<file path="src/rtl/regfile_pkg.sv">
// rtl/regfile_pkg.sv - shared types, constants and helpers for the multi-port register file
package regfile_pkg;

    // Dump channel sequencing states
    typedef enum logic [1:0] {
        IDLE   = 2'd0,
        STREAM = 2'd1,
        DONE   = 2'd2
    } dump_state_t;

    // Architectural zero register index
    localparam int REG_ZERO = 0;

    // Address width needed to index n registers
    function automatic int reg_aw(input int n);
        return $clog2(n);
    endfunction

endpackage

</file>
<file path="src/rtl/regfile_dump_fsm.sv">
// rtl/regfile_dump_fsm.sv - sequential register dump state machine with valid/ready handshake
module regfile_dump_fsm
    import regfile_pkg::*;
#(
    parameter int XLEN  = 32,
    parameter int NREGS = 32,
    parameter int AW    = reg_aw(NREGS)
) (
    input  logic            clk,
    input  logic            rst_n,
    input  logic            dump_req,
    input  logic            dump_ready,
    input  logic [XLEN-1:0] arr_data,
    output logic            dump_busy,
    output logic            dump_valid,
    output logic [AW-1:0]   dump_idx,
    output logic [XLEN-1:0] dump_data,
    output logic            dump_last,
    output logic            dump_done
);

    localparam logic [AW-1:0] LAST_IDX = AW'(NREGS - 1);

    dump_state_t   state_q, state_d;
    logic [AW-1:0] idx_q, idx_d;
    logic          in_stream;
    logic          beat_xfer;
    logic          at_last;

    assign in_stream = (state_q == STREAM);
    assign at_last   = in_stream && (idx_q == LAST_IDX);
    assign beat_xfer = in_stream && dump_ready;

    // State and index registers; reset aborts any dump in flight
    always_ff @(posedge clk or negedge rst_n) begin
        if (!rst_n) begin
            state_q <= IDLE;
            idx_q   <= '0;
        end else begin
            state_q <= state_d;
            idx_q   <= idx_d;
        end
    end

    // Next state: the index stops at the last register instead of wrapping
    always_comb begin
        state_d = state_q;
        idx_d   = idx_q;
        case (state_q)
            IDLE: begin
                if (dump_req) begin
                    state_d = STREAM;
                    idx_d   = '0;
                end
            end
            STREAM: begin
                if (beat_xfer) begin
                    if (at_last) begin
                        state_d = DONE;
                    end else begin
                        idx_d = idx_q + AW'(1);
                    end
                end
            end
            DONE: begin
                state_d = IDLE;
                idx_d   = '0;
            end
            default: begin
                state_d = IDLE;
                idx_d   = '0;
            end
        endcase
    end

    assign dump_busy  = (state_q != IDLE);
    assign dump_valid = in_stream;
    assign dump_idx   = idx_q;
    assign dump_last  = at_last;
    assign dump_done  = (state_q == DONE);
    // Data is the live array contents at the current index, not a snapshot
    assign dump_data  = arr_data;

endmodule

</file>
<file path="src/rtl/regfile_mp.sv">
// rtl/regfile_mp.sv - parametrised multi-port register file with bypass and debug dump channel
module regfile_mp
    import regfile_pkg::*;
#(
    parameter int XLEN   = 32,
    parameter int NREGS  = 32,
    parameter int NRD    = 2,
    parameter int BYPASS = 1,
    parameter int AW     = reg_aw(NREGS)
) (
    input  logic              clk,
    input  logic              rst_n,
    input  logic [NRD*AW-1:0] rd_addr,
    output logic [NRD*XLEN-1:0] rd_data,
    input  logic              we,
    input  logic [AW-1:0]     wr_addr,
    input  logic [XLEN-1:0]   wr_data,
    input  logic              dump_req,
    output logic              dump_busy,
    output logic              dump_valid,
    input  logic              dump_ready,
    output logic [AW-1:0]     dump_idx,
    output logic [XLEN-1:0]   dump_data,
    output logic              dump_last,
    output logic              dump_done
);

    logic [XLEN-1:0] regs [NREGS];
    logic [XLEN-1:0] dump_arr_data;
    logic            wr_nonzero;

    // Writes to the zero register are dropped everywhere, including bypass
    assign wr_nonzero = we && (wr_addr != AW'(REG_ZERO));

    for (genvar g = 0; g < NREGS; g++) begin : gen_reg
        if (g == REG_ZERO) begin : gen_zero
            assign regs[g] = '0;
        end else begin : gen_flop
            logic [XLEN-1:0] reg_q, reg_d;

            // Load new data only when this register is the write target
            always_comb begin
                reg_d = reg_q;
                if (wr_nonzero && (wr_addr == AW'(g))) begin
                    reg_d = wr_data;
                end
            end

            // Storage element, cleared asynchronously with the whole array
            always_ff @(posedge clk or negedge rst_n) begin
                if (!rst_n) begin
                    reg_q <= '0;
                end else begin
                    reg_q <= reg_d;
                end
            end

            assign regs[g] = reg_q;
        end
    end

    for (genvar k = 0; k < NRD; k++) begin : gen_rd
        logic [AW-1:0] addr;
        logic          byp_hit;

        assign addr    = rd_addr[k*AW +: AW];
        assign byp_hit = (BYPASS != 0) && wr_nonzero && (wr_addr == addr);
        assign rd_data[k*XLEN +: XLEN] = byp_hit ? wr_data : regs[addr];
    end

    // Dedicated mux for the dump index so read ports are never disturbed
    assign dump_arr_data = regs[dump_idx];

    regfile_dump_fsm #(
        .XLEN  (XLEN),
        .NREGS (NREGS),
        .AW    (AW)
    ) u_dump_fsm (
        .clk        (clk),
        .rst_n      (rst_n),
        .dump_req   (dump_req),
        .dump_ready (dump_ready),
        .arr_data   (dump_arr_data),
        .dump_busy  (dump_busy),
        .dump_valid (dump_valid),
        .dump_idx   (dump_idx),
        .dump_data  (dump_data),
        .dump_last  (dump_last),
        .dump_done  (dump_done)
    );

endmodule
</file>
<file path="config.mk">
export PLATFORM = sky130hd
export DESIGN_NAME = regfile_mp
export DESIGN_NICKNAME = d
export VERILOG_FILES = /design/src/rtl/regfile_pkg.sv /design/src/rtl/regfile_dump_fsm.sv /design/src/rtl/regfile_mp.sv
export SDC_FILE = /design/constraint.sdc
export NUM_CORES = 2
export LEC_CHECK = 0
export CORE_AREA = 3 3 459 461
export CTS_BUF_LIST = sky130_fd_sc_hd__clkbuf_8
export DETAILED_ROUTE_END_ITERATION = 7
export DIE_AREA = 0 0 462 464
export PLACE_DENSITY = 0.55
export SETUP_SLACK_MARGIN = 0.2
export SYNTH_ARGS = -nofsm -noshare
export SYNTH_HDL_FRONTEND = slang
export SYNTH_SLANG_ARGS = --single-unit
</file>
<file path="constraint.sdc">
create_clock -name clk -period 4.05 [get_ports clk]
set_input_delay 0.81 -clock clk [delete_from_list [all_inputs] [get_ports clk]]
set_output_delay 0.81 -clock clk [all_outputs]
set_load 0.005 [all_outputs]
</file>
==> impl_metrics.env <==
export IMPL_crit_path_end_kind="output port"
export IMPL_required_ps=3240
export IMPL_ys_seq_area_share_pct=40.3
export IMPL_drcViolationCount=0
export IMPL_path_buf_inv=6
export IMPL_drv_cap=0
export IMPL_syn_area_um2=62000
export IMPL_period_share_pct=108
export IMPL_grt_max_degree=108
export IMPL_grt_pass1_wl_um=363000
export IMPL_die_w_um=462
export IMPL_switchingPower_w=0.0127
export IMPL_startpoint="u_dump_fsm.dump_idx[0]"
export IMPL_fin_cells=7635
export IMPL_nets=4832
export IMPL_crit_arrival_ps=3540
export IMPL_p_int_w=0.0263
export IMPL_hp_class="input port to asynchronous set/reset pin"
export IMPL_p_leak_nw=33.6
export IMPL_drt_iter0_drc=4775
export IMPL_final_cell_mix="mux2_2 (1073), dfrtp_1 (994), mux4_2 (695), buf_4 (422), clkbuf_8 (230)"
export IMPL_crit_family="multiplexers"
export IMPL_synthCells=4226
export IMPL_vias=45889
export IMPL_relSlewSlack_pct=24.8
export IMPL_dpl_cell_count=7011
export IMPL_p_comb_share_pct=38.0
export IMPL_wirelength_um=255000
export IMPL_pwr_share_seq_pct=35.8
export IMPL_fin_area_um2=79200
export IMPL_postLayoutSetupSlackWorst_ps=-304
export IMPL_skew_ps=6.40
export IMPL_gp_congestion=0.845
export IMPL_numCtsBuffers=181
export IMPL_dieArea_um2=214000
export IMPL_slowest_delay_ps=500
export IMPL_core_area_um2=207000
export IMPL_die_y_um=464
export IMPL_powerDensity_nw_per_um2=493
export IMPL_rr_startpoint="u_dump_fsm.dump_idx[0]"
export IMPL_fin_crit_ps=4350
export IMPL_cpMaxStageDelayCell="mux4_2"
export IMPL_status="complete, but fails checks"
export IMPL_setup_viol=32
export IMPL_ys_warn_count=0
export IMPL_synth_net_count=4280
export IMPL_startpoint_type="flip-flop"
export IMPL_crit_path_cell_trace="buf_12, buf_16, buf_12, buf_16, buf_12, mux2_2, a22o_1, mux4_2, mux2_4, buf_6"
export IMPL_cts_sinks=999
export IMPL_dpl_cell_area_um2=70000
export IMPL_path_clk_slew_ps=60
export IMPL_insertion_delay_ps=910
export IMPL_io_pins=157
export IMPL_h_tree_depth=4
export IMPL_cp_common_cell="buf_12"
export IMPL_num_rows=167
export IMPL_synth_area_per_cell_um2=14.7
export IMPL_wl_per_cell_um=33.4
export IMPL_synth_edf_count=0
export IMPL_drive_above_1_share_pct=62.2
export IMPL_clkPwrFrac_pct=26.2
export IMPL_synth_distinct_cells=52
export IMPL_vdd_drop_max_v=0.000334
export IMPL_grt_usage_pct=23.5
export IMPL_dr_pass1_iters=5
export IMPL_hold_viol=0
export IMPL_pre_cts_slack_ps=-634
export IMPL_syn2layout_area_growth_pct=27.8
export IMPL_synth_ff_type="dfrtp_1"
export IMPL_grt_pass1_vias=46834
export IMPL_tightestPinTransition_ps=1120
export IMPL_start_util_pct=30.0
export IMPL_p_total_w=0.0390
export IMPL_ys_async_sr_fraction_pct=100
export IMPL_yosys_area_top_type="dfrtp_1"
export IMPL_crit_type="flip-flop to output port"
export IMPL_netlist_top_cells_area="dfrtp_1 (40%), mux4_2 (25%), mux2_2 (20%)"
export IMPL_synth_top_area_share_pct=40.3
export IMPL_dpl_hpwl_um=149000
export IMPL_rsz0062_at_grt="true"
export IMPL_maxSlewViolCount=0
export IMPL_port_buffers=156
export IMPL_overflow=0
export IMPL_cts_buffer_depth=3
export IMPL_ant_nets=0
export IMPL_synth_seq_cells=999
export IMPL_crit_fanout=8
export IMPL_antenna_found_initial=10
export IMPL_cts_root_buf="clkbuf_8"
export IMPL_switching_share_pct=32.6
export IMPL_final_common_cell="mux2_2"
export IMPL_cts_tree="done"
export IMPL_fmax_mhz=230
export IMPL_viasPerCell=6.01
export IMPL_violations="negative setup slack"
==> layer usage <==
layer | vias to the layer above | global-route usage [%] | routed length (µm)
met4 | 0 | 10.6 | 13200
met2 | 2461 | 37.2 | 119000
li1 | 18066 | - | -
met5 | - | 0 | 0
met1 | 24728 | 30.9 | 101000
met3 | 634 | 5.11 | 22100
==> synth_stat cells (all sizes together) (2+ instances only) <==
cell type  count
a31o           3
and2           2
clkbuf       300
o22ai         32
a211oi        28
mux2        1152
inv            2
and3b          2
xor2           8
a21o          31
a221oi        32
a22o          35
o22a          32
a211o         27
nand4          4
a21boi         2
a21oi         38
nor2          73
mux4         695
nand3          8
a221o         32
ha             2
or2            2
o2111ai        5
xnor2          4
nor3b         29
o21ai         60
a22oi         62
o31ai          9
buf          201
o211a          5
nand4b         3
or3            3
nand3b         2
and4           2
nand2         61
nor3          63
dfrtp        999
and3           4
nand2b         8
nor2b         15
mux2i        144
==> state kept, by name, indices dropped and copies added, names as in the netlist <==
signal,cells
gen.gen_flop.reg_q,992
u_dump_fsm.state_q,2
u_dump_fsm.dump_idx,5
==> worst paths after layout <==
| kind | to | slack, ps | depth (start not counted) |
|---|---|---|---|
| min in group clk | u_dump_fsm.state_q[0] | 520 | 1 |
| max in group asynchronous | gen_reg[15].gen_flop.reg_q[13] | 2390 | 3 |
| min reg2reg | u_dump_fsm.state_q[0] | 520 | 1 |
| max reg2reg | u_dump_fsm.dump_idx[3] | 1230 | 16 |
| min | gen_reg[29].gen_flop.reg_q[1] | 480 | 2 |
| max | dump_data[15] | -300 | 10 |
==> repair_timing <==
item	4_1_cts	5_1_grt
gates cloned	45	5
hold endpoints to repair	35	0
resized for setup	702	55
hold buffers	1	0
setup endpoints to repair	96	62
pin swaps	95	35
buffers inserted	212	25
==> power by group through the flow <==
stage                     sequential (W)  combinational, W  clock, W
final                             0.0140            0.0148    0.0102
after global routing              0.0143            0.0156    0.0109
after CTS                         0.0139            0.0147    0.0104
after detailed placement          0.0141            0.0128         0
after global placement            0.0140            0.0127         0
after floorplan                   0.0133           0.00859         0
==> per-stage QoR <==
step / hold slack, ps / util [%] / TNS (ps)
3_5_place_dp: 511 / 33.8 / -16180
5_1_grt: 494 / 38.3 / -9850
2_1_floorplan: 451 / - / 0
6_report: 483 / 38.3 / -6580
4_1_cts: 432 / 38.0 / -9360
3_3_place_gp: 504 / 33.8 / -18250
==> layout make-up <==
| class | count | area (µm²) |
|---|---|---|
| flip-flops and latches | 999 | 25000 |
| well taps | 2704 | 3380 |
| multi-input cells | 2725 | 36100 |
| fillers | 19409 | 128000 |
| repair buffers | 869 | 10800 |
| diodes | 10 | 25.0 |
| inverters | 2 | 7.51 |
| clock inverters | 96 | 629 |
| clock buffers | 230 | 3170 |
==> kinds of logic after synthesis <==
| group | after synthesis | synth area share, % |
|---|---|---|
| compound gates | 436 | 5.24 |
| xor+xnor | 12 | 0.170 |
| fa+ha+maj | 2 | 0.0404 |
| buf+inv | 503 | 3.42 |
| flops | 999 | 40.3 |
| mux | 1991 | 48.5 |
| simple gates | 283 | 2.28 |
No activity file was read; power rests on OpenSTA's default activity.
